===== config.mk =====
export PLATFORM = sky130hd
export DESIGN_NAME = leg_solver_flat
export DESIGN_NICKNAME = d
export VERILOG_FILES = /design/src/rtl/leg_if.sv /design/src/rtl/leg_solver.sv /design/src/flat_wrapper.sv
export SDC_FILE = /design/constraint.sdc
export NUM_CORES = 1
export LEC_CHECK = 0
export ABC_CLOCK_PERIOD_IN_PS = 6700
export CORE_ASPECT_RATIO = 2
export CORE_MARGIN = 2
export CORE_UTILIZATION = 45
export DETAILED_ROUTE_END_ITERATION = 12
export HOLD_SLACK_MARGIN = 0.08
export PLACE_DENSITY = 0.61
export SETUP_SLACK_MARGIN = 0.5
export SLEW_MARGIN = 15
export SYNTH_ARGS = -nofsm -noshare
export SYNTH_HDL_FRONTEND = slang
export SYNTH_SLANG_ARGS = --single-unit
export TNS_END_PERCENT = 100

===== constraint.sdc =====
create_clock -name clk -period 6.7 [get_ports clk]
set_input_delay 1.34 -clock clk [delete_from_list [all_inputs] [get_ports clk]]
set_output_delay 1.34 -clock clk [all_outputs]
set_load 0.1 [all_outputs]

===== src/rtl/leg_if.sv =====
// leg_if: start/busy/done request and result bundle for leg_solver.
interface leg_if #(parameter int W = 8);
    logic         start;
    logic [W-1:0] r;
    logic [W-1:0] x;
    logic         busy;
    logic         done;
    logic [W-1:0] y;
    logic         exact;
    logic         err;
    modport master (output start, r, x, input busy, done, y, exact, err);
    modport slave  (input start, r, x, output busy, done, y, exact, err);
endinterface


===== src/rtl/leg_solver.sv =====
// leg_solver: y = floor(sqrt(r*r - x*x)), one root bit per cycle, start/busy/done handshake.
module leg_solver #(parameter int W = 8) (
    input logic clk,
    input logic rst_n,
    leg_if.slave s
);
    localparam int CW = $clog2(W);
    typedef enum logic [1:0] {IDLE, CALC, ROOT, FIN} state_t;
    state_t         state, state_nx;
    logic [W-1:0]   r_q, x_q, root, y_q;
    logic [2*W-1:0] diff, r_ext, x_ext;
    logic [W+1:0]   rem, cur, trial;
    logic [CW-1:0]  cnt;
    logic           err_q, ge, done_q, exact_q, err_o;
    assign r_ext = {{W{1'b0}}, r_q};
    assign x_ext = {{W{1'b0}}, x_q};
    always_comb begin
        state_nx = (state == IDLE) ? (s.start ? CALC : IDLE) :
                   (state == CALC) ? ROOT :
                   (state == ROOT) ? ((cnt == '0) ? FIN : ROOT) : IDLE;
        cur   = {rem[W-1:0], diff[2*W-1:2*W-2]};
        trial = {root, 2'b01};
        ge    = cur >= trial;
    end
    // FIN holds the last root for one edge so results publish W+2 edges after start.
    always_ff @(posedge clk or negedge rst_n) begin
        if (!rst_n) begin
            state   <= IDLE;
            r_q     <= '0;
            x_q     <= '0;
            diff    <= '0;
            rem     <= '0;
            root    <= '0;
            cnt     <= '0;
            err_q   <= 1'b0;
            y_q     <= '0;
            exact_q <= 1'b0;
            err_o   <= 1'b0;
            done_q  <= 1'b0;
        end else begin
            state  <= state_nx;
            done_q <= state == FIN;
            if (state == IDLE && s.start) begin
                r_q <= s.r;
                x_q <= s.x;
            end else if (state == CALC) begin
                diff  <= (x_q > r_q) ? '0 : r_ext * r_ext - x_ext * x_ext;
                err_q <= x_q > r_q;
                rem   <= '0;
                root  <= '0;
                cnt   <= CW'(W - 1);
            end else if (state == ROOT) begin
                rem  <= ge ? cur - trial : cur;
                root <= {root[W-2:0], ge};
                diff <= diff << 2;
                cnt  <= cnt - 1'b1;
            end else if (state == FIN) begin
                y_q     <= root;
                exact_q <= (rem == '0) && !err_q;
                err_o   <= err_q;
            end
        end
    end
    assign s.busy  = state != IDLE;
    assign s.done  = done_q;
    assign s.y     = y_q;
    assign s.exact = exact_q;
    assign s.err   = err_o;
endmodule

===== src/flat_wrapper.sv =====
// flat-port wrapper written by rule: the top's interface ports become plain ports
module leg_solver_flat 
#(parameter int W = 8)
  (clk, rst_n, s_start, s_r, s_x, s_busy, s_done, s_y, s_exact, s_err);
  leg_if #(.W(W)) s_i ();
  input logic clk;
  input logic rst_n;
  input wire logic [$bits(s_i.start)-1:0] s_start;
  input wire logic [$bits(s_i.r)-1:0] s_r;
  input wire logic [$bits(s_i.x)-1:0] s_x;
  output wire logic [$bits(s_i.busy)-1:0] s_busy;
  output wire logic [$bits(s_i.done)-1:0] s_done;
  output wire logic [$bits(s_i.y)-1:0] s_y;
  output wire logic [$bits(s_i.exact)-1:0] s_exact;
  output wire logic [$bits(s_i.err)-1:0] s_err;
  assign s_i.start = s_start;
  assign s_i.r = s_r;
  assign s_i.x = s_x;
  assign s_busy = s_i.busy;
  assign s_done = s_i.done;
  assign s_y = s_i.y;
  assign s_exact = s_i.exact;
  assign s_err = s_i.err;
  leg_solver #(.W(W)) u_core (.clk(clk), .rst_n(rst_n), .s(s_i));
endmodule

==> metrics.cfg, run 1 <==
[placement]
dp_hpwl_mm = 13.5
placed_cell_area_sq_um = 7470
place.gp.congestion = 0.941
io_buffers = 30

[routing]
drc = 0
drtPass1Iterations = 4
wl_mm = 16.4
antenna_left = 0
routed-via-count = 5055
avgViaCountPerCell = 5.31
avgRoutedWirePerCell_um = 17.2
drtIter0Drc = 186

[sta]
period_minus_slack_ps = 5870
setup_viol = 0
worst_slew_pin_slew_ps = 968
tns_ps = 0
hold_viol_final = 0
fmax_ghz = 0.170
finalCritPeriodShare_pct = 87.6
rsz0062_at_grt = no
drv_slew = 0
finalClockSkew_ps = 7.46
maxSlewHeadroom_pct = 35.3

[global_route]
grt_use_met3_pct = 2.51
use_met2_pct = 42.4
gr-total-overflow = 0
antenna_found_initial = 0
grt_pass1_wl_mm = 27.0
top_usage_layer = met2
grt_pass1_vias = 5621
met1_usage_pct = 19.7
grt_max_degree = 68
grt_usage_pct = 20.7

[layout]
fillers = 1430
multiInputGateArea_sq_um = 4640
area_delta_synth_final_pct = 11.3
final_cell_mix = 150 x inv_1, 79 x fa_1, 78 x ha_1
num_antenna_cells = 0
finalInstanceArea_sq_um = 7780
layout-drive-gt1-share_pct = 8.09
finalNetCount = 925
seq_area_sq_um = 1680
mostFrequentLayoutCell = inv_1
post-route-util_pct = 50.9

[synthesis]
synth_seq_cells = 67
async_reset_ff_share_pct = 100
synth_edf_count = 0
synth_seq_area_share_pct = 24.0
synth_top_flop_cell = dfrtp_1
synth_cells = 728
yosysWarnings = 0
syn_avg_cell_area_sq_um = 9.61
syn-cell-area_sq_um = 7000
synth_fp_nets = 904
synth_cell_types = 57

[clock_tree]
cts_buffer_depth = 2
postCtsHoldBufs = 0
root_buffer = clkbuf_16
post_cts_resized = 0
cts.clk_slew.worst_paths_ps = 60
ctsHtreeMaxLevel = 3
cts_made_buffers = 9
clock_latency_ps = 340
post-cts-setup-buffer-count = 0
tritoncts = yes
cts.sinks = 67

[critical_path]
cpLargestDelayFamily = adder cells
crit_required_ps = 6890
path_buf_inv = 3
crit_type = flip-flop to flip-flop
path_max_fanout = 11
worst_path_max_delay_cell = dfrtp_1
cp-start-kind = flip-flop
cp-end-kind = flip-flop
path_cells = nand2_1 -> fa_1 -> fa_1 -> inv_1 -> fa_1 -> fa_1 -> fa_1 -> inv_1 -> fa_1 -> inv_1 -> ha_1 -> a21oi_1 -> o21ai_2 -> a31o_4 -> a311oi_1 -> a41oi_1 -> a32oi_1 -> a21oi_1
max_stage_delay_ps = 580
crit_arrival_ps = 6060
path_common_cell = fa_1

[floorplan]
die-height_um = 180
die-area_sq_um = 16600
die_w_um = 92.2
core_area_sq_um = 15300
initial_utilization_pct = 45.7
std_cell_rows = 64
io_pins = 31

[job]
maxCapViolCount = 0

[min_path]
hold_path.class = flip-flop to flip-flop

[run_status]
status = complete, no violations

-- path summary, 6_finish.rpt --
check	slack (ps)	cells past startpoint	from	to
min in group asynchronous	1190	2	rst_n	u_core.rem[6]$_DFFE_PN0P_
max in group asynchronous	4940	2	rst_n	u_core.root[3]$_DFFE_PN0P_
max	830	18	u_core.r_q[0]$_DFFE_PN0P_	u_core.diff[13]$_DFFE_PN0P_
min reg2reg	490	1	u_core.cnt[0]$_DFFE_PN0P_	u_core.cnt[0]$_DFFE_PN0P_
max reg2reg	830	18	u_core.r_q[0]$_DFFE_PN0P_	u_core.diff[13]$_DFFE_PN0P_
min	490	1	u_core.cnt[0]$_DFFE_PN0P_	u_core.cnt[0]$_DFFE_PN0P_
-- area by class of cell --
type | count | share of cell area [%]
Multi-Input combinational cell | 482 | 59.5
Sequential cell | 67 | 21.5
Inverter | 153 | 7.38
Timing Repair Buffer | 36 | 4.37
Tap cell | 198 | 3.18
Clock buffer | 10 | 3.07
Clock inverter | 6 | 0.916
-- through the flow --
stage                     worst slack, ps  hold WS (ps)  std cells
after detailed placement              886           475        936
after CTS                             864           492        952
after global placement               1010           462        936
final                                 832           489        952
after floorplan                      1200           440        728
after global routing                  557           504        952
-- worst register-to-register path: cells and delay by family (launching register included) --
| kind | cells | cell delay (ps) |
|---|---|---|
| compound gates | 7 | 1260 |
| simple gates | 1 | 220 |
| flops | 1 | 580 |
| buf+inv | 3 | 150 |
| fa+ha+maj | 7 | 3510 |
-- cells by family (layout without fill, tap and decap cells) --
group                    count (synthesis)  in the layout  share of synthesized area [%]
XOR/XNOR                                30             30                           3.76
multiplexers                            34             34                           5.31
AND/OR/NAND/NOR                        144            144                           9.43
buffers and inverters                  179            205                           9.77
other                                    1              1                         0.0536
flip-flops                              67             67                           24.0
AO/OA/AOI/OAI                          116            116                           11.2
adder cells (fa/ha/maj)                157            157                           36.6
-- metal layers --
metal / vias to the layer above / wire, um
met2: 108 / 9800
met5: - / 0
met1: 2528 / 5590
li1: 2369 / -
met3: 50 / 291
met4: 0 / 693
-- flip-flops by register name (all words and copies together) (netlist names) --
signal          flops
u_core.cnt          3
u_core.diff        16
u_core.err_q        1
u_core.r_q          8
u_core.rem         10
u_core.root         8
u_core.s.done       1
u_core.s.err        1
u_core.s.exact      1
u_core.s.y          8
u_core.state        2
u_core.x_q          8
-- synthesized netlist by cell type, types with 3 or more instances --
library cell	instances	share of area [%]
a211oi_2	3	0.54
a21o_1	7	0.75
a21oi_1	35	2.5
a22oi_1	4	0.43
a31o_1	3	0.38
a31oi_1	7	0.63
and2_1	8	0.72
and3_1	6	0.54
buf_2	3	0.21
clkbuf_1	20	1.1
dfrtp_1	67	24
fa_1	79	23
ha_1	78	14
inv_1	150	8.0
mux2_2	25	4.0
mux2i_1	9	1.3
nand2_1	57	3.1
nand2b_1	4	0.36
nand3_1	12	0.86
nand4_1	4	0.36
nor2_1	36	1.9
nor2b_1	5	0.45
nor3_1	4	0.29
o211ai_1	4	0.43
o21ai_0	16	1.1
o21ai_1	7	0.50
o2bb2ai_1	9	1.1
xnor2_1	21	2.6
xor2_1	9	1.1
Power of run 1 is left out: the tool's default activity adds up to more than one toggle a clock period on the data nets, which glitch-free logic cannot reach.
==> run 2, diff against run 1 <==
- SKIP_CTS_REPAIR_TIMING: unset -> 1
==> results of run 2 <==
No change in the layout: final DEF, timing and power equal those of run 1.
Power of run 2 is left out for the same reason.
==> run 3, diff against run 2 <==
- CORE_MARGIN: 2 -> 3
- SETUP_SLACK_MARGIN: 0.5 -> 0.1
==> metrics.cfg, run 3 (synthesis results as in run 1) <==
[run_status]
status = complete, no violations

[floorplan]
initial_utilization_pct = 46.5  ; +0.73 points
die-height_um = 182  ; +1.1%
die-area_sq_um = 17200  ; +3.3%
io_pins = 31  ; unchanged
std_cell_rows = 63  ; -1.6%
core_area_sq_um = 15100  ; -1.6%
die_w_um = 94.2  ; +2.2%

[critical_path]
path_buf_inv = 5  ; +2
path_common_cell = fa_1
cpLargestDelayFamily = adder cells
path_cells = inv_1 -> nor2_1 -> fa_1 -> inv_1 -> fa_1 -> inv_1 -> fa_1 -> fa_1 -> fa_1 -> inv_1 -> fa_1 -> inv_1 -> ha_1 -> a21o_1 -> a31o_4 -> a311oi_1 -> a41oi_1 -> a32oi_1 -> a21oi_1
rr_startpoint = u_core.r_q[5]$_DFFE_PN0P_
r2r-end = u_core.diff[13]$_DFFE_PN0P_
cp-end-kind = flip-flop
cp-start-kind = flip-flop
crit_required_ps = 6890  ; about the same
crit_arrival_ps = 5960  ; -100 ps
r2r_cells = 19  ; +1
worst_path_max_delay_cell = dfrtp_1
r2r_setup_slack_ps = 940  ; +100 ps
max_stage_delay_ps = 570  ; about the same
path_max_fanout = 9  ; -2
crit_type = flip-flop to flip-flop

[layout]
post-route-util_pct = 51.7  ; +0.77 points
regMostFlops = u_core.diff
mostFrequentLayoutCell = inv_1
largest_reg_flops = 16  ; unchanged
fillers = 1385  ; -3.1%
multiInputGateArea_sq_um = 4640  ; unchanged
reg.largest.list = u_core.diff x16, u_core.rem x10
finalNetCount = 925  ; unchanged
layout-drive-gt1-share_pct = 8.09  ; unchanged
final_cell_mix = 150 x inv_1, 79 x fa_1, 78 x ha_1
seq_area_sq_um = 1680  ; unchanged
final_cell_count_no_fill = 949  ; -0.32%
area_delta_synth_final_pct = 11.2  ; about the same
num_antenna_cells = 0  ; unchanged

[global_route]
gr-total-overflow = 0  ; unchanged
grt_pass1_vias = 5441  ; -3.2%
grt_max_degree = 68  ; unchanged
antenna_found_initial = 0  ; unchanged
grt_pass1_wl_mm = 26.1  ; -3.1%
grt_usage_pct = 19.6  ; -1.1 points

[clock_tree]
root_buffer = clkbuf_16
cts.clk_slew.worst_paths_ps = 60  ; about the same
clock_latency_ps = 340  ; about the same
cts_buffer_depth = 2  ; unchanged
tritoncts = yes
cts_made_buffers = 9  ; unchanged
cts.sinks = 67  ; unchanged
ctsHtreeMaxLevel = 3  ; unchanged

[placement]
dp_hpwl_mm = 13.0  ; -3.2%
place_inst = 933  ; -0.32%
place.gp.congestion = 0.911  ; -3.2%
io_buffers = 30  ; unchanged

[routing]
avgViaCountPerCell = 5.24  ; -1.3%
drtPass1Iterations = 4  ; unchanged
drc = 0  ; unchanged
avgRoutedWirePerCell_um = 16.7  ; -3.2%
drtIter0Drc = 131  ; -30%
wl_mm = 15.8  ; -3.5%
routed-via-count = 4972  ; -1.6%
antenna_left = 0  ; unchanged

[sta]
drv_slew = 0  ; unchanged
rsz0062_at_grt = no
maxSlewHeadroom_pct = 35.0  ; -0.30 points
finalCritPeriodShare_pct = 86.0  ; -1.5 points
setup_viol = 0  ; unchanged
worst_slew_pin_slew_ps = 972  ; +4.42 ps
fmax_ghz = 0.173  ; +1.8%
whs_ps = 474  ; -15.2 ps
period_minus_slack_ps = 5760  ; -104 ps
finalClockSkew_ps = 7.27  ; -0.187 ps
hold_viol_final = 0  ; unchanged
tns_ps = 0  ; unchanged

[min_path]
min-delay-start = u_core.cnt[0]$_DFFE_PN0P_
worst_hold_path.endpoint = u_core.cnt[0]$_DFFE_PN0P_
hold_path.class = flip-flop to flip-flop
hold_depth = 1  ; unchanged

[job]
maxCapViolCount = 0  ; unchanged

[run 3: cell count changes in the layout (fill, tap and decap cells not counted)]
cell / before / now
clkbuf_8: 1 / 0
clkinv_4: 1 / 0
inv_8: 0 / 1
inv_6: 2 / 3
[run 3: area by class of cell]
| type | instances | share of cell area, % |
|---|---|---|
| timing repair buffer | 36 | 4.38 |
| tap | 195 | 3.14 |
| clock buffer | 9 | 2.90 |
| clock inverter | 7 | 1.06 |
| sequential | 67 | 21.6 |
| multi-input combinational | 482 | 59.6 |
| inverter | 153 | 7.38 |
[run 3: how the worst max path moves through the flow]
stage / startpoint / to / depth (start not counted)
global placement: u_core.r_q[5]$_DFFE_PN0P_ / u_core.diff[15]$_DFFE_PN0P_ / 19
detailed placement: u_core.r_q[5]$_DFFE_PN0P_ / u_core.diff[13]$_DFFE_PN0P_ / 19
global route: u_core.r_q[5]$_DFFE_PN0P_ / u_core.diff[13]$_DFFE_PN0P_ / 19
floorplan: u_core.r_q[1]$_DFFE_PN0P_ / u_core.diff[15]$_DFFE_PN0P_ / 19
finish: u_core.r_q[5]$_DFFE_PN0P_ / u_core.diff[13]$_DFFE_PN0P_ / 19
CTS: u_core.r_q[5]$_DFFE_PN0P_ / u_core.diff[15]$_DFFE_PN0P_ / 19
[run 3: layer usage]
metal / track usage, % / share of wire [%] / up-vias
met5: 0 / 0 / -
met4: 7.70 / 4.0 / 0
met3: 2.89 / 2.0 / 34
met2: 39.2 / 60 / 80
met1: 19.2 / 34 / 2490
li1: - / - / 2368
[run 3: per-stage QoR]
stage | instance area (sq um) | setup slack (ps)
after floorplan | 7000 | 1200
after global placement | 7470 | 1020
after detailed placement | 7470 | 924
after CTS | 7780 | 912
after global routing | 7780 | 575
final | 7780 | 936
Power of run 3 is left out for the same reason.
